===== src/rtl/move_uart_tx.sv =====
// rtl/move_uart_tx.sv - UART transmitter for outgoing moves, 8N1 (8E1 with MOVE_TX_PARITY_EN)
// A one-deep pending buffer holds a move that arrives while a frame is on the wire.
module move_uart_tx #(
   parameter int CLKS_PER_BIT = 868,
   parameter int CNT_W        = 16
) (
   input  logic       clk_in,
   input  logic       reset,
   input  logic       tx_ready,
   input  logic [7:0] move,
   output logic       tx_out,
   output logic       busy,
   output logic       tx_done,
   output logic       overrun
);

   typedef enum logic [2:0] {
      S_IDLE   = 3'd0,
      S_START  = 3'd1,
      S_DATA   = 3'd2,
`ifdef MOVE_TX_PARITY_EN
      S_PARITY = 3'd3,
`endif
      S_STOP   = 3'd4
   } state_t;

   localparam logic [CNT_W-1:0] CNT_MAX = CNT_W'(CLKS_PER_BIT - 1);

   state_t           state_q, state_d;
   logic [CNT_W-1:0] cnt_q, cnt_d;
   logic [2:0]       bit_idx_q, bit_idx_d;
   logic [7:0]       shift_q, shift_d;
   logic [7:0]       pend_q, pend_d;
   logic             pend_valid_q, pend_valid_d;
   logic             overrun_q, overrun_d;
   logic             tx_out_q, tx_out_d;
   logic             busy_q, busy_d;
   logic             tx_done_q, tx_done_d;
`ifdef MOVE_TX_PARITY_EN
   logic             par_q, par_d;
`endif

   logic             bit_last;
   logic             load_en;
   logic [7:0]       load_val;
   logic             direct_take;

   assign bit_last = (cnt_q == CNT_MAX);

   always_ff @(posedge clk_in) begin
      if (reset) begin
         state_q      <= S_IDLE;
         cnt_q        <= '0;
         bit_idx_q    <= '0;
         shift_q      <= '0;
         pend_q       <= '0;
         pend_valid_q <= 1'b0;
         overrun_q    <= 1'b0;
         tx_out_q     <= 1'b1;
         busy_q       <= 1'b0;
         tx_done_q    <= 1'b0;
      end else begin
         state_q      <= state_d;
         cnt_q        <= cnt_d;
         bit_idx_q    <= bit_idx_d;
         shift_q      <= shift_d;
         pend_q       <= pend_d;
         pend_valid_q <= pend_valid_d;
         overrun_q    <= overrun_d;
         tx_out_q     <= tx_out_d;
         busy_q       <= busy_d;
         tx_done_q    <= tx_done_d;
      end
   end

`ifdef MOVE_TX_PARITY_EN
   always_ff @(posedge clk_in) begin
      if (reset) par_q <= 1'b0;
      else       par_q <= par_d;
   end
`endif

   always_comb begin
      state_d      = state_q;
      cnt_d        = (state_q == S_IDLE || bit_last) ? '0 : cnt_q + CNT_W'(1);
      bit_idx_d    = bit_idx_q;
      shift_d      = shift_q;
      pend_d       = pend_q;
      pend_valid_d = pend_valid_q;
      overrun_d    = overrun_q;
      load_en      = 1'b0;
      load_val     = move;
`ifdef MOVE_TX_PARITY_EN
      par_d        = par_q;
`endif

      case (state_q)
         S_IDLE: begin
            if (tx_ready) begin
               load_en = 1'b1;
               state_d = S_START;
            end
         end
         S_START: begin
            if (bit_last) state_d = S_DATA;
         end
         S_DATA: begin
            if (bit_last) begin
               bit_idx_d = bit_idx_q + 3'd1;
               if (bit_idx_q == 3'd7) begin
`ifdef MOVE_TX_PARITY_EN
                  state_d = S_PARITY;
`else
                  state_d = S_STOP;
`endif
               end
            end
         end
`ifdef MOVE_TX_PARITY_EN
         S_PARITY: begin
            if (bit_last) state_d = S_STOP;
         end
`endif
         S_STOP: begin
            if (bit_last) begin
               if (pend_valid_q) begin
                  load_en      = 1'b1;
                  load_val     = pend_q;
                  pend_valid_d = 1'b0;
                  state_d      = S_START;
               end else if (tx_ready) begin
                  load_en = 1'b1;
                  state_d = S_START;
               end else begin
                  state_d = S_IDLE;
               end
            end
         end
         default: state_d = S_IDLE;
      endcase

      // A strobe not consumed directly goes to the pending slot, or is dropped if it is full
      direct_take = (state_q == S_IDLE) || (state_q == S_STOP && bit_last && !pend_valid_q);
      if (tx_ready && !direct_take) begin
         if (!pend_valid_q) begin
            pend_d       = move;
            pend_valid_d = 1'b1;
         end else begin
            overrun_d = 1'b1;
         end
      end

      if (load_en) begin
         shift_d = load_val;
`ifdef MOVE_TX_PARITY_EN
         par_d   = ^load_val;
`endif
      end
   end

   // Outputs are registered from next-state values so they line up with the state register
   always_comb begin
      tx_out_d = 1'b1;
      case (state_d)
         S_START:  tx_out_d = 1'b0;
         S_DATA:   tx_out_d = shift_d[bit_idx_d];
`ifdef MOVE_TX_PARITY_EN
         S_PARITY: tx_out_d = par_d;
`endif
         default:  tx_out_d = 1'b1;
      endcase
      busy_d    = (state_d != S_IDLE) || pend_valid_d;
      tx_done_d = (state_d == S_STOP) && (cnt_d == CNT_MAX);
   end

   assign tx_out  = tx_out_q;
   assign busy    = busy_q;
   assign tx_done = tx_done_q;
   assign overrun = overrun_q;

endmodule


===== config.mk =====
export PLATFORM = sky130hd
export DESIGN_NAME = move_uart_tx
export DESIGN_NICKNAME = d
export VERILOG_FILES = /design/src/rtl/move_uart_tx.sv
export SDC_FILE = /design/constraint.sdc
export NUM_CORES = 1
export LEC_CHECK = 0
export CAP_MARGIN = 20
export CORE_AREA = 2 2 77 79
export DETAILED_ROUTE_END_ITERATION = 7
export DIE_AREA = 0 0 79 81
export GPL_ROUTABILITY_DRIVEN = 0
export GPL_TIMING_DRIVEN = 0
export PLACE_DENSITY = 0.67
export SLEW_MARGIN = 10
export SYNTH_ARGS = -nofsm -noshare
export SYNTH_HDL_FRONTEND = slang
export SYNTH_SLANG_ARGS = --single-unit

===== constraint.sdc =====
create_clock -name clk_in -period 3.1 [get_ports clk_in]
set_clock_uncertainty 0.1 [all_clocks]
set_input_delay 0.775 -clock clk_in [delete_from_list [all_inputs] [get_ports clk_in]]
set_output_delay 0.775 -clock clk_in [all_outputs]
set_load 0.03 [all_outputs]

==> results of run 1 <==
synthesized netlist by cell type, types with 5 or more instances:
library cell / count / share of area, %
a31oi_1: 6 / 1.7
nor2b_1: 6 / 1.7
dfxtp_1: 43 / 40
nand2b_1: 5 / 1.4
xor2_1: 6 / 2.4
nand3_1: 11 / 2.5
mux2i_1: 11 / 5.1
clkbuf_1: 9 / 1.6
nand2_1: 15 / 2.6
xnor2_1: 10 / 4.1
nor2_1: 51 / 8.9
a21oi_1: 9 / 2.1
o21ai_0: 9 / 2.1
kinds of logic after synthesis:
logic type               count (synthesis)  synth area share [%]
flip-flops                              43                  39.8
AO/OA/AOI/OAI                           37                  11.8
AND/OR/NAND/NOR                        119                  28.1
adder cells (fa/ha/maj)                  3                  1.74
buffers and inverters                   14                  3.47
XOR/XNOR                                17                  7.24
multiplexers                            15                  7.82
sequential cells by signal, indices dropped and copies added, names as in the netlist:
name          cells
busy              1
tx_done           1
shift_q           8
cnt_q            16
pend_q            8
tx_out            1
bit_idx_q         3
state_q           3
overrun           1
pend_valid_q      1
layout make-up:
type / instances / area share, %
Clock inverter: 2 / 2.27
Inverter: 2 / 0.283
Buffer: 8 / 1.13
Clock buffer: 6 / 2.74
Tap cell: 75 / 3.54
Sequential cell: 43 / 32.8
Timing Repair Buffer: 23 / 8.17
Multi-Input combinational cell: 191 / 49.1
power by group:
| group | total [mW] | switching [mW] | internal [mW] |
|---|---|---|---|
| combinational | 0.111 | 0.0601 | 0.0506 |
| clock | 0.518 | 0.196 | 0.322 |
| sequential | 0.578 | 0.00883 | 0.569 |
| total | 1.21 | 0.265 | 0.942 |
layer usage:
layer | GRT usage, % | wire (um)
met5 | 0 | 0
met4 | 4.66 | 36
met3 | 3.00 | 130
met2 | 24.2 | 2220
met1 | 19.5 | 2240
worst max path at each step:
stage | endpoint | slack (ns) | depth (start not counted)
after global routing | tx_out$_SDFF_PP1_ | -0.03 | 8
after floorplan | tx_out$_SDFF_PP1_ | 0.03 | 10
after global placement | tx_out$_SDFF_PP1_ | -0.28 | 9
after CTS | tx_out$_SDFF_PP1_ | 0.01 | 9
final | tx_out$_SDFF_PP1_ | 0.09 | 8
after detailed placement | tx_out$_SDFF_PP1_ | -0.37 | 9
cell usage in the layout, fill, tap and decap left out, types with 2 or more instances in the layout:
| master | Yosys | routed |
|---|---|---|
| a211oi_1 | 2 | 2 |
| a21oi_1 | 9 | 9 |
| a221oi_1 | 2 | 2 |
| a31oi_1 | 6 | 6 |
| and3_1 | 3 | 3 |
| buf_4 | 0 | 7 |
| buf_6 | 3 | 3 |
| bufinv_16 | 0 | 2 |
| clkbuf_1 | 9 | 9 |
| clkbuf_8 | 0 | 5 |
| clkdlybuf4s50_1 | 0 | 13 |
| dfxtp_1 | 43 | 39 |
| dfxtp_2 | 0 | 3 |
| ha_1 | 3 | 2 |
| inv_1 | 2 | 2 |
| mux2_4 | 0 | 2 |
| mux2i_1 | 11 | 11 |
| nand2_1 | 15 | 15 |
| nand2b_1 | 5 | 5 |
| nand3_1 | 11 | 11 |
| nand3b_1 | 4 | 4 |
| nand4_1 | 3 | 3 |
| nor2_1 | 51 | 51 |
| nor2b_1 | 6 | 6 |
| nor3_1 | 3 | 3 |
| nor4_1 | 3 | 3 |
| o21ai_0 | 9 | 9 |
| o22ai_1 | 2 | 2 |
| or3_1 | 2 | 2 |
| xnor2_1 | 10 | 10 |
| xor2_1 | 6 | 6 |
through the flow:
step / worst slack (ns) / power [mW]
after floorplan: 0.0274 / 0.662
after global placement: -0.281 / 0.698
after detailed placement: -0.370 / 0.699
after CTS: 0.00970 / 1.21
after global routing: -0.0267 / 1.26
final: 0.0899 / 1.21
what timing repair did:
| item | 4_1_cts | 5_1_grt |
|---|---|---|
| gates resized for setup | 3 | 13 |
| setup endpoints to repair | 1 | 12 |
| gates cloned | 0 | 0 |
| pin swaps | 3 | 6 |
| buffers inserted | 5 | 5 |
critical path, stage by stage, from the launching register on:
cell,delay (ns)
dfxtp_2,0.34
or4b_4,0.55
or4_4,0.58
or3_4,0.45
xor2_4,0.27
buf_6,0.14
mux2_4,0.31
o22ai_4,0.11
o41ai_2,0.07
==> out/results.ini, run 1 <==
[min_path]
holdCritStartpoint = overrun$_SDFFE_PP0P_
hold_class = flip-flop to flip-flop
worstHoldEndpoint = overrun$_SDFFE_PP0P_
whs_path_depth = 2

[power_and_ir_drop]
cellPowerDensity_nw_per_um2 = 456
leakagePower_nw = 0.884
irDropWorstVdd_v = 0.000219

[detailed_routing]
finalWirelength_um = 4630
vias = 1780
drc = 0
first_iter_violations = 127
via_per_inst = 5.09
drt_pass1_iterations = 4
wire_per_inst_um = 13.2
ant_nets = 0

[yosys]
syn_nets = 262
async_flop_share_pct = 0
synth-seq-area-share_pct = 39.8
synthesis.instances = 248
post_synth_num_cell_types = 46
ys_ff_latch = 43
synth_ff_type = dfxtp_1
synth-edff-count = 0
ys_warn_count = 0
avgSynthCellArea_um2 = 8.71
netlist_area_um2 = 2160

[critical_path]
cp_max_fo = 5
required_ns = 3.19
cp.arrival_ns = 3.10
startpoint_type = flip-flop
startpoint = cnt_q[10]$_SDFF_PP0_
regToRegEndpoint = tx_out$_SDFF_PP1_
reg2reg_depth = 8
crit_path_end_kind = flip-flop
r2r_slack_ns = 0.09
rr_startpoint = cnt_q[10]$_SDFF_PP0_
path_class = flip-flop to flip-flop

[sta]
fin_setup_tns_ns = 0
slew_viol_final = 0
worst_pin_slew_ns = 1.14
post-route-min-period_ns = 3.01
slew_headroom_pct = 24.3
fmax_ghz = 0.332
hold_violations = 0
setup_violations = 0
period_share_pct = 97.1
whs_ns = 0.383
rsz0062_at_grt = true

[global_route]
grt_antenna_before_repair = 0
grt_usage_pct = 14.7
grt_pass1_wl_um = 7380
grt_start_max_net_pins = 14
grt_pass1_vias = 1555
overflow = 0

[placed_design]
portBuffers = 13
dp_hpwl_um = 3200
place_area_um2 = 2400
dp_cells = 336

[die]
num_rows = 28
initial_core_util_pct = 38.1
die_x_um = 79
core-area_um2 = 5680
ios = 15
die-area_um2 = 6400
die_height_um = 81

[finish]
drive_above_1_share_pct = 13.8
n_fill_cell = 555
multiInputGateArea_um2 = 1300
nNetsFinal = 288
fin_area_um2 = 2650
regArea_um2 = 868
num_antenna_cells = 0
final_util_pct = 46.7
layoutNonFillerInstCount = 350
area_delta_synth_final_pct = 22.6

[clock_network]
clk_pin_slew_worst_paths_ns = 0.09
root_buffer = clkbuf_8
tritoncts = yes
clk_latency_ns = 0.30
postCtsHoldBufs = 0
clock-sinks = 43
htreeDepth = 2
clockBufferDepth = 2
cts_buffers = 5

[job]
max-cap-violations = 0

[run_status]
status = completed

Power figures use the tool's default switching activity.
==> run 2, diff against run 1 <==
--- a/config.mk
+++ b/config.mk
@@ -6,9 +6,9 @@
 export NUM_CORES = 1
 export LEC_CHECK = 0
 export CAP_MARGIN = 20
-export CORE_AREA = 2 2 77 79
+export CORE_AREA = 2 2 91 67
 export DETAILED_ROUTE_END_ITERATION = 7
-export DIE_AREA = 0 0 79 81
+export DIE_AREA = 0 0 93 69
 export GPL_ROUTABILITY_DRIVEN = 0
 export GPL_TIMING_DRIVEN = 0
 export PLACE_DENSITY = 0.67
==> out/results.ini, run 2 (synthesized netlist as in run 1, its figures left out) <==
[global_route]
grt_antenna_before_repair = 0  ; unchanged
grt_usage_pct = 15.8  ; +1.1 points
grt_pass1_wl_um = 8000  ; +8.4%
grt_start_max_net_pins = 13  ; -1
overflow = 0  ; unchanged
grt_pass1_vias = 1686  ; +8.4%

[critical_path]
required_ns = 3.19  ; about the same
crit_path_end_kind = flip-flop
max_stage_delay_ns = 0.58  ; about the same
startpoint_type = flip-flop
cpMaxStageDelayCell = or4b_4
cp_cell_sequence = buf_6 -> or4b_4 -> or4_4 -> or3_4 -> xor2_4 -> mux2i_1 -> nor2_1 -> o41ai_2
crit_buf_inv = 1  ; unchanged
cp.arrival_ns = 3.17  ; +0.07 ns
path_class = flip-flop to flip-flop
critical_path.top_delay_family = simple AND/OR/NAND/NOR gates
r2r_slack_ns = 0.01  ; -0.08 ns
cp_max_fo = 7  ; +2
path_depth = 8  ; unchanged
reg2reg_depth = 8  ; unchanged

[power_and_ir_drop]
irDropWorstVdd_v = 0.000243  ; +11%
cell_internal_pwr_mw = 0.778  ; -17%
leakagePower_nw = 0.817  ; -7.7%
cellPowerDensity_nw_per_um2 = 411  ; -9.9%
swShare_pct = 24.9  ; +2.9 points
clkPwrFrac_pct = 33.5  ; -9.4 points
seqPwrFrac_pct = 56.0  ; +8.1 points
p_comb_share_pct = 10.6  ; +1.4 points
p_sw_mw = 0.258  ; -2.7%

[placed_design]
dp_hpwl_um = 3340  ; +4.4%
portBuffers = 13  ; unchanged
place_area_um2 = 2400  ; unchanged

[finish]
reg.largest.list = cnt_q (16), pend_q (8), shift_q (8)
layout_common_cells = nor2_1, dfxtp_1, nand2_1, clkdlybuf4s50_1
top_register = cnt_q
largest_reg_flops = 16  ; unchanged
num_antenna_cells = 0  ; unchanged
drive_above_1_share_pct = 9.70  ; -4.1 points
area_delta_synth_final_pct = 16.7
final_common_cell = nor2_1
regArea_um2 = 861  ; -0.86%
fin_area_um2 = 2520  ; -4.8%
n_fill_cell = 547  ; -1.4%
nNetsFinal = 281  ; -2.4%
multiInputGateArea_um2 = 1300  ; -0.39%

[min_path]
whs_path_depth = 2  ; unchanged
hold_class = flip-flop to flip-flop

[job]
max-cap-violations = 0  ; unchanged

[clock_network]
clk_latency_ns = 0.30  ; about the same
htreeDepth = 2  ; unchanged
root_buffer = clkbuf_8
clockBufferDepth = 2  ; unchanged
cts_buffers = 5  ; unchanged
clk_pin_slew_worst_paths_ns = 0.08  ; about the same
tritoncts = yes
clock-sinks = 43  ; unchanged

[detailed_routing]
vias = 1787  ; +0.39%
met2_length_um = 1920  ; -13%
wl_met3_um = 245  ; +88%
drc = 0  ; unchanged
ant_nets = 0  ; unchanged
finalWirelength_um = 4690  ; +1.3%
first_iter_violations = 89  ; -30%
wire_per_inst_um = 13.7  ; +3.3%
drt_pass1_iterations = 4  ; unchanged
wl_met1_um = 2430  ; +8.7%
via_per_inst = 5.21  ; +2.4%
top_layer = met4

[sta]
period_share_pct = 99.5  ; +2.4 points
fin_setup_tns_ns = 0  ; unchanged
worst_pin_slew_ns = 1.10  ; -0.0347 ns
fmax_ghz = 0.324  ; -2.4%
slew_viol_final = 0  ; unchanged
hold_violations = 0  ; unchanged
setup_violations = 0  ; unchanged
slew_headroom_pct = 26.6  ; +2.3 points
post-route-min-period_ns = 3.09  ; +0.0750 ns
rsz0062_at_grt = true

[die]
core-area_um2 = 5530  ; -2.6%
die_height_um = 69  ; -15%
ios = 15  ; unchanged
die-area_um2 = 6420  ; +0.28%
die_x_um = 93  ; +18%
initial_core_util_pct = 39.1  ; +1.0 points
num_rows = 23  ; -18%

[run_status]
status = completed

-- run 2: power groups by stage --
stage	logic (mW)	registers, mW	clock network, mW
4_1_cts	0.109	0.579	0.353
2_1_floorplan	0.0670	0.595	0
6_report	0.109	0.580	0.347
3_5_place_dp	0.108	0.592	0
5_1_grt	0.122	0.581	0.385
3_3_place_gp	0.108	0.591	0
-- run 2: layout make-up --
| cell class | instances | share of cell area (%) |
|---|---|---|
| multi-input cells | 191 | 51.4 |
| flip-flops and latches | 43 | 34.1 |
| repair buffers | 14 | 5.46 |
| well taps | 75 | 3.72 |
| clock buffers | 7 | 3.03 |
| plain buffers | 10 | 1.79 |
| inverters | 2 | 0.298 |
| clock inverters | 1 | 0.198 |
-- run 2: through the flow --
stage                     worst slack (ns)  total power [mW]  utilization (%)  hold WS, ns  cells
final                               0.0149              1.04             45.7        0.390    343
after global routing                -0.131              1.09             45.7        0.419    343
after CTS                          0.00273              1.04             45.2        0.390    343
after detailed placement            -0.237             0.700             43.4        0.369    336
after global placement              -0.270             0.699             43.4        0.358    336
after floorplan                     0.0274             0.662                -        0.341    248
-- run 2: repair_timing --
action	in CTS	in global routing
hold buffers	0	0
endpoints found under the setup margin	1	11
setup buffers	1	0
pin swaps	3	1
resized for setup	3	4
-- run 2: worst register-to-register path, stage by stage (launching register included) --
cell     delay, ns
dfxtp_1       0.31
buf_6         0.13
or4b_4        0.58
or4_4         0.44
or3_4         0.45
xor2_4        0.29
mux2i_1       0.29
nor2_1        0.08
o41ai_2       0.31
-- run 2: worst paths after layout --
check,end,start
setup / recovery,tx_out$_SDFF_PP1_,cnt_q[12]$_SDFF_PP0_
hold / removal,overrun$_SDFFE_PP0P_,overrun$_SDFFE_PP0P_
setup reg to reg,tx_out$_SDFF_PP1_,cnt_q[12]$_SDFF_PP0_
hold reg to reg,overrun$_SDFFE_PP0P_,overrun$_SDFFE_PP0P_
-- run 2: per-layer routing --
metal / up-vias / track usage, %
li1: 912 / -
met2: 48 / 20.9
met4: 0 / 7.03
met5: - / 0
met1: 818 / 24.1
met3: 9 / 3.72
